### config.mk
export PLATFORM = sky130hd
export DESIGN_NAME = dmem_arbiter
export DESIGN_NICKNAME = d
export VERILOG_FILES = /design/src/rtl/dmem_arbiter.sv
export SDC_FILE = /design/constraint.sdc
export NUM_CORES = 1
export LEC_CHECK = 0
export BUFFER_PORTS_ARGS = -buffer_cell sky130_fd_sc_hd__buf_2
export CORE_MARGIN = 2
export CORE_UTILIZATION = 46
export DETAILED_ROUTE_END_ITERATION = 7
export GPL_TIMING_DRIVEN = 0
export PLACE_DENSITY = 0.87
export SYNTH_ARGS = -nofsm -noshare
export SYNTH_HDL_FRONTEND = slang
export SYNTH_SLANG_ARGS = --single-unit
export TNS_END_PERCENT = 50
### constraint.sdc
create_clock -name clk -period 3.64 [get_ports clk]
set_input_delay 0.728 -clock clk [delete_from_list [all_inputs] [get_ports clk]]
set_output_delay 0.728 -clock clk [all_outputs]
set_load 0.02 [all_outputs]
### src/rtl/dmem_arbiter.sv
// Shares the single-cycle data memory between the core LSU (port 0) and debug/loader (port 1).
// Clears memory after reset; optional DMEM_ARB_FIXED_PRI_EN makes port 0 always win contention.
module dmem_arbiter #(
   parameter int BITSIZE        = 32,
   parameter int ADDR_W         = 6,
   parameter int DEPTH          = 64,
   parameter bit CLEAR_ON_RESET = 1'b1
) (
   input  logic               clk,
   input  logic               rst,
   input  logic               r0_valid,
   input  logic               r0_we,
   input  logic [ADDR_W-1:0]  r0_addr,
   input  logic [BITSIZE-1:0] r0_wdata,
   output logic               r0_ready,
   output logic               r0_rvalid,
   output logic [BITSIZE-1:0] r0_rdata,
   input  logic               r1_valid,
   input  logic               r1_we,
   input  logic [ADDR_W-1:0]  r1_addr,
   input  logic [BITSIZE-1:0] r1_wdata,
   output logic               r1_ready,
   output logic               r1_rvalid,
   output logic [BITSIZE-1:0] r1_rdata,
   output logic [ADDR_W-1:0]  mem_addr,
   output logic [BITSIZE-1:0] mem_wdata,
   output logic               mem_write,
   output logic               mem_read,
   input  logic [BITSIZE-1:0] mem_rdata,
   output logic               busy,
   output logic               dbg_state,
   output logic               dbg_last_grant
);

   typedef enum logic {ST_CLEAR = 1'b1, ST_ARB = 1'b0} state_t;

   state_t            state;
   logic [ADDR_W-1:0] clr_cnt;
   logic              last_grant;
   logic              gnt0;
   logic              gnt1;

   assign busy           = (state == ST_CLEAR);
   assign dbg_state      = state;
   assign dbg_last_grant = last_grant;

   // Handshake: a transfer happens when valid & ready at posedge; ready is the
   // same-cycle grant, and requesters hold valid/we/addr/wdata stable until it.
   always_comb begin
      gnt0 = 1'b0;
      gnt1 = 1'b0;
      if (rst && state == ST_ARB) begin
         if (r0_valid && r1_valid) begin
`ifdef DMEM_ARB_FIXED_PRI_EN
            gnt0 = 1'b1;
`else
            gnt0 = last_grant;
            gnt1 = ~last_grant;
`endif
         end else begin
            gnt0 = r0_valid;
            gnt1 = r1_valid;
         end
      end
   end

   assign r0_ready = gnt0;
   assign r1_ready = gnt1;

   always_comb begin
      mem_addr  = '0;
      mem_wdata = '0;
      mem_write = 1'b0;
      mem_read  = 1'b0;
      if (rst) begin
         if (state == ST_CLEAR) begin
            mem_addr  = clr_cnt;
            mem_write = 1'b1;
         end else if (gnt0) begin
            mem_addr  = r0_addr;
            mem_wdata = r0_wdata;
            mem_write = r0_we;
            mem_read  = ~r0_we;
         end else if (gnt1) begin
            mem_addr  = r1_addr;
            mem_wdata = r1_wdata;
            mem_write = r1_we;
            mem_read  = ~r1_we;
         end
      end
   end

   always_ff @(posedge clk or negedge rst) begin
      if (!rst) begin
         state      <= CLEAR_ON_RESET ? ST_CLEAR : ST_ARB;
         clr_cnt    <= '0;
         last_grant <= 1'b1;
         r0_rvalid  <= 1'b0;
         r0_rdata   <= '0;
         r1_rvalid  <= 1'b0;
         r1_rdata   <= '0;
      end else begin
         case (state)
            ST_CLEAR: begin
               r0_rvalid <= 1'b0;
               r1_rvalid <= 1'b0;
               if (clr_cnt == ADDR_W'(DEPTH - 1)) begin
                  clr_cnt <= '0;
                  state   <= ST_ARB;
               end else begin
                  clr_cnt <= clr_cnt + 1'b1;
               end
            end
            default: begin
               r0_rvalid <= gnt0 & ~r0_we;
               r1_rvalid <= gnt1 & ~r1_we;
               if (gnt0 && !r0_we) r0_rdata <= mem_rdata;
               if (gnt1 && !r1_we) r1_rdata <= mem_rdata;
               if (gnt0)      last_grant <= 1'b0;
               else if (gnt1) last_grant <= 1'b1;
            end
         endcase
      end
   end

endmodule

==> metrics.md, run 1 <==
| Metric | Value |
|---|---|
| Critical path capture point | `mem_wdata[5]` |
| Vias in the first global route | `3179` |
| Synth async-reset ratio | `100%` |
| H-tree depth | `3` |
| Die W | `91.0 um` |
| # hold bufs at CTS | `0` |
| Setup TNS | `0 ps` |
| Clk root buf | `clkbuf_8` |
| Final Max Tran Viols | `0` |
| Final Non-Filler Cells | `584` |
| Total setup buffers inserted after CTS | `0` |
| Crit start category | `primary input` |
| Critical path required time | `2910 ps` |
| CP Max Fanout | `81` |
| Reg power frac | `41.4%` |
| Net Count, Synth | `356` |
| Port buffer count | `224` |
| Arr. time, crit path | `2490 ps` |
| Synth area leader | `dfrtp_1` |
| Final setup fails | `0` |
| Final Cycle Share | `88.3%` |
| # IOs | `225` |
| Max Buffers Root-to-Sink | `2` |
| Yosys warning total | `0` |
| Synth top cells by count | `72 x dfrtp_1, 33 x mux2_2, 32 x a22o_1` |
| Gr usage total | `27.7%` |
| Crit end category | `primary output` |
| Total Routed Length | `11500 um` |
| Wire length per cell | `19.8 um` |
| Ys flop type | `dfrtp_1` |
| Via density per instance | `5.24` |
| Crit path launch | `rst` |
| Stages on worst setup path | `8` |
| Net Sw Frac | `35.0%` |
| Area delta synth->final | `42.4%` |
| Worst reg-to-reg path cell count | `5` |
| Synth Instances | `241` |
| RSZ-0062 raised after global routing | `no` |
| Worst R2R Setup Slack | `1860 ps` |
| Critical path type | `primary input to primary output` |
| Largest net degree at the start of global routing | `82` |
| Clock skew | `6.92 ps` |
| Delay-heaviest family, CP | `buffers and inverters` |
| # rows | `31` |
| Worst stage delay on the critical path | `310 ps` |
| Register area share after synthesis | `53.3%` |
| Die ar. | `8280 um^2` |
| Max rail drop VDD | `0.398 mV` |
| Synth Cell Area | `3480 um^2` |
| Combinational share of power | `35.2%` |
| Outcome | `complete, no violations` |
| Slowest-stage cell, CP | `buf_16` |
| Worst-margin pin slew | `425 ps` |
| Share of cells above drive strength 1 | `67.6%` |
| Tmin final | `3210 ps` |
| Initial antenna violation count | `3` |
| Final hold violation count | `0` |
| Clk_lat worst skew | `340 ps` |
| Total clock sinks | `74` |
| Drt drc | `0` |
| Yosys reg bits | `74` |
| Pleak | `0.00263 uW` |
| Count leader, synth | `dfrtp_1` |
| Clock power frac | `23.4%` |
| RR Startpoint | `dbg_last_grant$_DFFE_PN1P_` |
| Max-cap violations | `0` |
| DP Cell Count | `565` |
| Cts bufs inserted | `9` |
| Clk slew on worst S/H paths | `80 ps` |
| Cell-by-cell trace of the critical path | `buf_4 -> buf_16 -> nor2b_4 -> and3_1 -> buf_4 -> buf_2 -> a22o_1 -> buf_2` |
| Core area | `7290 um^2` |
| Drt initial violations | `99` |
| Post_cts resized | `0` |
| GR Overflow Total | `0` |
| Vias | `3061` |
| Pint | `1740 uW` |
| Max Clock Freq | `311 MHz` |
| Fin nets | `592` |
| Detail Route Antenna Nets | `0` |
| Final Util | `68.0%` |
| Initial Utilization | `47.7%` |
| Post-synth EDFFs | `0` |
| Die Ht | `91.0 um` |
| Post-synth cell types | `35` |
| Synth top area cells | `dfrtp_1 52%, mux2_4 12%, mux2_2 11%` |
| Final Wtd Congestion | `0.915` |
| Final HPWL from detailed placement | `9250 um` |
| Area share of the largest cell type after synthesis | `51.8%` |
| CTS tree | `yes` |
| Pwr dens | `541 nW/um^2` |
| Worst Path Buf+Inv | `5` |
| Capturing point of the worst reg2reg path | `r0_rdata[5]$_DFFE_PN0P_` |
| First-pass GRT wire length | `17300 um` |
| Max-slew headroom | `71.6%` |
| Syn Area/Cell | `14.4 um^2` |
| Psw | `936 uW` |
| Hold Path Class | `primary input to async pin` |
| Pre-antenna DRT Iters | `4` |
## state kept, by name, indices dropped and copies added (netlist names)
signal,count
r0_rdata,32
r1_rdata,32
clr_cnt,6
busy,1
dbg_last_grant,1
r0_rvalid,1
r1_rvalid,1
## power groups by stage
| stage | Clock, uW | Sequential [uW] | Combinational [uW] |
|---|---|---|---|
| floorplan | 0 | 1340 | 338 |
| global placement | 0 | 1110 | 924 |
| detailed placement | 0 | 1120 | 948 |
| CTS | 641 | 1110 | 949 |
| global route | 675 | 1130 | 991 |
| finish | 627 | 1110 | 943 |
## layout make-up
cell class	instances	area, um^2
Buffer	17	169
Clock inverter	6	65.1
Timing Repair Buffer	225	1150
Sequential cell	74	1850
Multi-Input combinational cell	148	1450
Clock buffer	10	128
Inverter	2	7.51
Tap cell	99	124
Antenna cell	3	7.51
Fill cell	597	2340
## worst min-delay path by stage
stage          cells past startpoint                     start                        to
3_5_place_dp                       1  r1_rdata[19]$_DFFE_PN0P_  r1_rdata[19]$_DFFE_PN0P_
5_1_grt                            1                       rst  r0_rdata[11]$_DFFE_PN0P_
6_report                           1                       rst  r0_rdata[11]$_DFFE_PN0P_
2_1_floorplan                      0                       rst    clr_cnt[0]$_DFFE_PN0P_
4_1_cts                            1                       rst  r0_rdata[11]$_DFFE_PN0P_
3_3_place_gp                       1  r1_rdata[17]$_DFFE_PN0P_  r1_rdata[17]$_DFFE_PN0P_
## placed cells by master, fill, tap and decap left out, drive strengths merged, types with 4 or more instances in the layout
cell	count
and3	5
dfrtp	72
clkbuf	11
mux2	65
o21ai	5
nand3	4
nand2	6
a221o	4
a22o	32
a21oi	7
buf	241
## kinds of logic (layout without fill, tap and decap cells)
kind of cell    count (synthesis)  after routing  share of synthesized area [%]
flops                          74             74                           53.3
mux                            65             65                           24.0
compound gates                 54             54                           12.2
simple gates                   26             26                           4.53
buf+inv                        19            260                           5.07
xor+xnor                        2              2                          0.503
fa+ha+maj                       1              1                          0.359
other cells                     0              3                              0
## layer usage
layer	GRT usage [%]	vias up	part of all wire [%]
met5	0	-	0
met1	31.2	1497	38
met4	13.9	0	3.7
li1	-	1380	-
met2	46.1	151	50
met3	10.4	33	8.6
## stage by stage
stage	area, um^2	setup slack, ps	power, uW	hold slack, ps
after floorplan	3480	1160	1680	432
final	4960	425	2680	176
after global routing	4960	289	2800	163
after detailed placement	4760	440	2070	480
after CTS	4950	440	2700	163
after global placement	4730	-478	2030	475
(Power assumes the default switching activity.)
==> run 2, diff against run 1 <==
Settings changed: BUFFER_PORTS_ARGS -buffer_cell sky130_fd_sc_hd__buf_2 to -buffer_cell sky130_fd_sc_hd__buf_4, CORE_UTILIZATION 46 to 47, CTS_BUF_LIST set to sky130_fd_sc_hd__clkbuf_4 sky130_fd_sc_hd__clkbuf_8, PLACE_DENSITY 0.87 to 0.89.
==> metrics.md, run 2 (synthesis gave the netlist of run 1 again) <==
| Metric | Value |
|---|---|
| CP Max Fanout | `83 (+2.5%)` |
| Worst stage delay on the critical path | `500 ps (+190 ps)` |
| Multi-input gate area | `1450 um^2 (unchanged)` |
| # rows | `31 (unchanged)` |
| Detail Route Antenna Nets | `0 (unchanged)` |
| Fillcell total | `492 (-18%)` |
| First-pass GRT wire length | `16800 um (-2.9%)` |
| Final Max Tran Viols | `0 (unchanged)` |
| Pleak | `0.00280 uW (+6.3%)` |
| RSZ-0062 raised after global routing | `no` |
| Capturing point of the worst reg2reg path | `r0_rdata[9]$_DFFE_PN0P_` |
| Tmin final | `3240 ps (+26.7 ps)` |
| Commonest non-fill, non-tap cells in the layout | `229 x buf_4, 72 x dfrtp_1, 33 x mux2_2` |
| # IOs | `225 (unchanged)` |
| Final hold violation count | `0 (unchanged)` |
| Initial Utilization | `48.2% (+0.51 points)` |
| Max rail drop VDD | `0.383 mV (-3.8%)` |
| Final HPWL from detailed placement | `8410 um (-9.1%)` |
| WL met2 | `5500 um (-4.4%)` |
| Most common cell after layout, fill and taps aside | `buf_4` |
| Max-slew headroom | `52.9% (-19 points)` |
| GR Overflow Total | `0 (unchanged)` |
| Max Buffers Root-to-Sink | `2 (unchanged)` |
| Clk slew on worst S/H paths | `80 ps (about the same)` |
| Final Cycle Share | `89.1% (+0.73 points)` |
| Area delta synth->final | `58.8%` |
| Outcome | `complete, no violations` |
| Largest net degree at the start of global routing | `84 (+2.4%)` |
| Port buffer count | `224 (unchanged)` |
| Cts bufs inserted | `9 (unchanged)` |
| Initial antenna violation count | `0 (-3)` |
| Drt initial violations | `161 (+63%)` |
| Critical path capture point | `mem_wdata[17]` |
| Worst Path Buf+Inv | `4 (-1)` |
| Hold Path Class | `primary input to async pin` |
| Clock skew | `9.38 ps (+2.46 ps)` |
| Pwr dens | `535 nW/um^2 (-1.1%)` |
| Worst-margin pin slew | `707 ps (+282 ps)` |
| Worst reg-to-reg path cell count | `5 (unchanged)` |
| H-tree depth | `3 (unchanged)` |
| CTS tree | `yes` |
| Die W | `90.1 um (-1.0%)` |
| Ant. Diodes | `0 (-3)` |
| Max Clock Freq | `308 MHz (-0.82%)` |
| Drt drc | `0 (unchanged)` |
| Die Ht | `90.1 um (-1.0%)` |
| Top routing layer in use | `met4` |
| Stages on worst setup path | `7 (-1)` |
| Cell-by-cell trace of the critical path | `buf_6 -> nor2b_4 -> and3_1 -> buf_4 -> buf_2 -> a22o_1 -> buf_4` |
| RR Startpoint | `dbg_last_grant$_DFFE_PN1P_` |
| Wire length per cell | `18.7 um (-5.6%)` |
| Most frequent CP cell | `buf_4` |
| Vias | `3040 (-0.69%)` |
| Setup TNS | `0 ps (unchanged)` |
| Fin nets | `591 (-0.17%)` |
| Gr usage total | `26.5% (-1.2 points)` |
| Crit path launch | `rst` |
| FF+latch area | `1850 um^2 (unchanged)` |
| Worst R2R Setup Slack | `1860 ps (about the same)` |
| Met1 Routed Length | `3980 um (-9.2%)` |
| Final setup fails | `0 (unchanged)` |
| Arr. time, crit path | `2510 ps (+20 ps)` |
| Share of cells above drive strength 1 | `67.8% (+0.14 points)` |
| Via density per instance | `5.24 (about the same)` |
| Final Util | `76.6% (+8.6 points)` |
| Crit start category | `primary input` |
| Vias in the first global route | `3241 (+2.0%)` |
| Critical path required time | `2910 ps (about the same)` |
| Crit end category | `primary output` |
| Clk root buf | `clkbuf_8` |
| Total Routed Length | `10800 um (-6.3%)` |
| Total clock sinks | `74 (unchanged)` |
| Clk_lat worst skew | `350 ps (about the same)` |
| Pre-antenna DRT Iters | `4 (unchanged)` |
| Largest regs | `r0_rdata: 32 flops, r1_rdata: 32 flops, clr_cnt: 6 flops` |
| Final Wtd Congestion | `0.854 (-6.7%)` |
| Core area | `7210 um^2 (-1.1%)` |
| Met3 WL | `896 um (-9.5%)` |
| Critical path type | `primary input to primary output` |
| Delay-heaviest family, CP | `buffers and inverters` |
| # hold bufs at CTS | `0 (unchanged)` |
| Die ar. | `8110 um^2 (-2.0%)` |
| Max-cap violations | `0 (unchanged)` |
| Slowest-stage cell, CP | `buf_6` |
## run 2: cell types whose count changed in the layout (fill, tap and decap cells not counted)
cell,before,now
buf_2,226,3
buf_6,4,5
buf_16,1,0
clkbuf_1,2,1
buf_4,7,229
diode_2,3,0
bufinv_16,1,2
clkbuf_8,9,11
clkinv_2,2,0
## run 2: metrics by stage
step / setup WS [ps] / hold WS (ps) / power, uW / cell area [um^2] / std cells
final: 398 / 387 / 2960 / 5530 / 580
after global routing: 239 / 450 / 3080 / 5530 / 580
after CTS: 154 / 512 / 2980 / 5520 / 580
after detailed placement: 153 / 491 / 2230 / 5290 / 564
after global placement: 178 / 478 / 2190 / 5290 / 564
after floorplan: 1160 / 432 / 1680 / 3480 / 241
## run 2: worst min-delay path by stage
stage,start,end,slack (ps),depth (start not counted)
CTS,r1_rdata[20]$_DFFE_PN0P_,r1_rdata[20]$_DFFE_PN0P_,510,1
finish,rst,r1_rdata[29]$_DFFE_PN0P_,390,1
global placement,r1_rdata[13]$_DFFE_PN0P_,r1_rdata[13]$_DFFE_PN0P_,480,1
global route,rst,r0_rdata[25]$_DFFE_PN0P_,450,1
detailed placement,r1_rdata[20]$_DFFE_PN0P_,r1_rdata[20]$_DFFE_PN0P_,490,1
floorplan,rst,clr_cnt[0]$_DFFE_PN0P_,430,0
## run 2: final cells by class
class	instances	area share, %
plain buffers	17	3.06
well taps	99	2.24
clock buffers	11	2.74
inverters	2	0.136
repair buffers	224	30.5
multi-input cells	148	26.2
clock inverters	5	1.54
flip-flops and latches	74	33.6
## run 2: report_power, final
part	switching [uW]	internal [uW]	leakage, uW	total (uW)
clock network	316	427	0.000116	743
logic	526	570	0.00179	1100
registers	109	1010	0.000891	1120
total	952	2000	0.00280	2960
## run 2: repair_timing
item	CTS	global route
gates resized for setup	0	1
setup buffers	0	0
endpoints found under the setup margin	0	15
## run 2: worst register-to-register path: cells and delay by family, from the launching register on
kind / cells / cell delay, ps
mux: 1 / 310
simple gates: 2 / 450
flops: 1 / 570
buf+inv: 2 / 330
## run 2: routing by layer
| layer | track usage [%] | vias up |
|---|---|---|
| met1 | 28.0 | 1467 |
| met3 | 9.89 | 39 |
| met5 | 0 | - |
| met2 | 47.1 | 161 |
| li1 | - | 1373 |
| met4 | 11.9 | 0 |
==> run 3, diff against run 2 <==
Settings changed: PLACE_DENSITY 0.89 to 0.95.
==> metrics.md, run 3 (synthesis gave the netlist of run 1 again) <==
| Metric | Value |
|---|---|
| Cell-by-cell trace of the critical path | `buf_6 -> nor2b_4 -> and3_1 -> buf_4 -> buf_2 -> a22o_1 -> buf_4` |
| Max Buffers Root-to-Sink | `2 (unchanged)` |
| Most common cell after layout, fill and taps aside | `buf_4` |
| RR Startpoint | `dbg_last_grant$_DFFE_PN1P_` |
| Crit start category | `primary input` |
| First-pass GRT wire length | `17200 um (+2.2%)` |
| Clk_lat worst skew | `340 ps (about the same)` |
| Final Cycle Share | `88.9% (-0.14 points)` |
| Die ar. | `8110 um^2 (unchanged)` |
| Tmin final | `3240 ps (-5.28 ps)` |
| GR Overflow Total | `0 (unchanged)` |
| # rows | `31 (unchanged)` |
| Clock skew | `6.91 ps (-2.47 ps)` |
| Crit end category | `primary output` |
| Worst-margin pin slew | `710 ps (+2.48 ps)` |
| Hold Path Class | `primary input to async pin` |
| Setup ws final | `404 ps (+5.28 ps)` |
| Delay-heaviest family, CP | `buffers and inverters` |
| Share of cells above drive strength 1 | `67.8% (unchanged)` |
| H-tree depth | `3 (unchanged)` |
| Slowest-stage cell, CP | `buf_6` |
| Initial Utilization | `48.2% (unchanged)` |
| Worst stage delay on the critical path | `510 ps (about the same)` |
| Die Ht | `90.1 um (unchanged)` |
| Setup TNS | `0 ps (unchanged)` |
| Combinational share of power | `38.8% (+1.7 points)` |
| Port buffer count | `224 (unchanged)` |
| Largest net degree at the start of global routing | `84 (unchanged)` |
| Final Max Tran Viols | `0 (unchanged)` |
| Reg power frac | `39.4% (+1.6 points)` |
| Outcome | `complete, no violations` |
| Net Sw Frac | `33.3% (+1.1 points)` |
| Final Wtd Congestion | `0.937 (+9.8%)` |
| Max-cap violations | `0 (unchanged)` |
| Detail Route Antenna Nets | `0 (unchanged)` |
| Max Clock Freq | `309 MHz (+0.16%)` |
| Final setup fails | `0 (unchanged)` |
| Crit path launch | `rst` |
| Core area | `7210 um^2 (unchanged)` |
| Drt initial violations | `148 (-8.1%)` |
| Area delta synth->final | `57.7%` |
| Initial antenna violation count | `3 (+3)` |
| Final Util | `76.1% (-0.50 points)` |
| Pleak | `0.00277 uW (-0.74%)` |
| Clock power frac | `21.8% (-3.4 points)` |
| RSZ-0062 raised after global routing | `no` |
| Die W | `90.1 um (unchanged)` |
| Pwr dens | `517 nW/um^2 (-3.4%)` |
| Psw | `945 uW (-0.69%)` |
| Vias in the first global route | `3243 (+0.062%)` |
| Clk root buf | `clkbuf_8` |
| Worst R2R Setup Slack | `1870 ps (about the same)` |
| Max-slew headroom | `52.7% (-0.17 points)` |
| Total setup buffers inserted after CTS | `0 (unchanged)` |
| CP Max Fanout | `83 (unchanged)` |
| Largest regs | `r0_rdata: 32 flops, r1_rdata: 32 flops, clr_cnt: 6 flops` |
| Final hold violation count | `0 (unchanged)` |
| CTS tree | `yes` |
| Post_cts resized | `0 (unchanged)` |
| Arr. time, crit path | `2510 ps (about the same)` |
| Final HPWL from detailed placement | `9240 um (+9.8%)` |
| Most frequent CP cell | `buf_4` |
| Total clock sinks | `74 (unchanged)` |
| Fin nets | `591 (unchanged)` |
| Gr usage total | `27.7% (+1.2 points)` |
| Cts bufs inserted | `9 (unchanged)` |
| Via density per instance | `5.17 (-1.3%)` |
| # IOs | `225 (unchanged)` |
| Clk slew on worst S/H paths | `80 ps (about the same)` |
| Critical path required time | `2910 ps (about the same)` |
| # hold bufs at CTS | `0 (unchanged)` |
| Pre-antenna DRT Iters | `4 (unchanged)` |
| Drt drc | `0 (unchanged)` |
| Wire length per cell | `19.7 um (+5.4%)` |
| Worst Path Buf+Inv | `4 (unchanged)` |
| Total Routed Length | `11500 um (+5.9%)` |
| Max rail drop VDD | `0.407 mV (+6.2%)` |
| Commonest non-fill, non-tap cells in the layout | `229 x buf_4, 72 x dfrtp_1, 33 x mux2_2` |
| Critical path type | `primary input to primary output` |
| Place WS | `138 ps (-14.5 ps)` |
| Pint | `1890 uW (-5.6%)` |
| Vias | `3015 (-0.82%)` |
| Min Hold Slack | `392 ps (+4.80 ps)` |
run 3: cell types whose count changed in the layout (fill, tap and decap cells not counted), sizes merged:
cell	delta
diode	+3
clkbuf	-2
clkinv	+2
bufinv	-1
clkinvlp	+1
run 3: per-layer routing:
layer  GRT usage (%)  wire [um]  share of wire, %  vias to the layer above
met5               0          0                 0                        -
met3            8.47        835               7.3                       30
met2            49.1       5960                52                      153
li1                -          -                 -                     1376
met4            13.8        497               4.3                        0
met1            30.0       4170                36                     1456
run 3: power by group through the flow:
stage / Combinational (uW) / Clock [uW] / Sequential (uW)
6_report: 1100 / 620 / 1120
5_1_grt: 1150 / 668 / 1140
4_1_cts: 1110 / 637 / 1120
3_5_place_dp: 1110 / 0 / 1130
3_3_place_gp: 1080 / 0 / 1120
2_1_floorplan: 338 / 0 / 1340
run 3: area by class of cell:
class | instances | area [um^2]
clock buffer | 9 | 124
tap | 99 | 124
fill | 468 | 1720
buffer | 17 | 169
inverter | 2 | 7.51
multi-input combinational | 148 | 1450
antenna | 3 | 7.51
timing repair buffer | 224 | 1690
clock inverter | 7 | 68.8
sequential | 74 | 1850
run 3: stage by stage:
step,cell area (um^2),instances,power [uW]
after floorplan,3480,241,1680
after global placement,5290,564,2190
after detailed placement,5290,564,2230
after CTS,5480,580,2860
after global routing,5490,583,2960
final,5490,583,2840
run 3: final timing paths:
path | endpoint | cells past startpoint
min in group clk | r1_rdata[13]$_DFFE_PN0P_ | 1
worst max-delay path | mem_wdata[19] | 7
worst min-delay path | r1_rdata[4]$_DFFE_PN0P_ | 1
worst max register to register | r0_rdata[22]$_DFFE_PN0P_ | 5
max in group asynchronous | r1_rdata[30]$_DFFE_PN0P_ | 1
worst min register to register | r1_rdata[13]$_DFFE_PN0P_ | 1
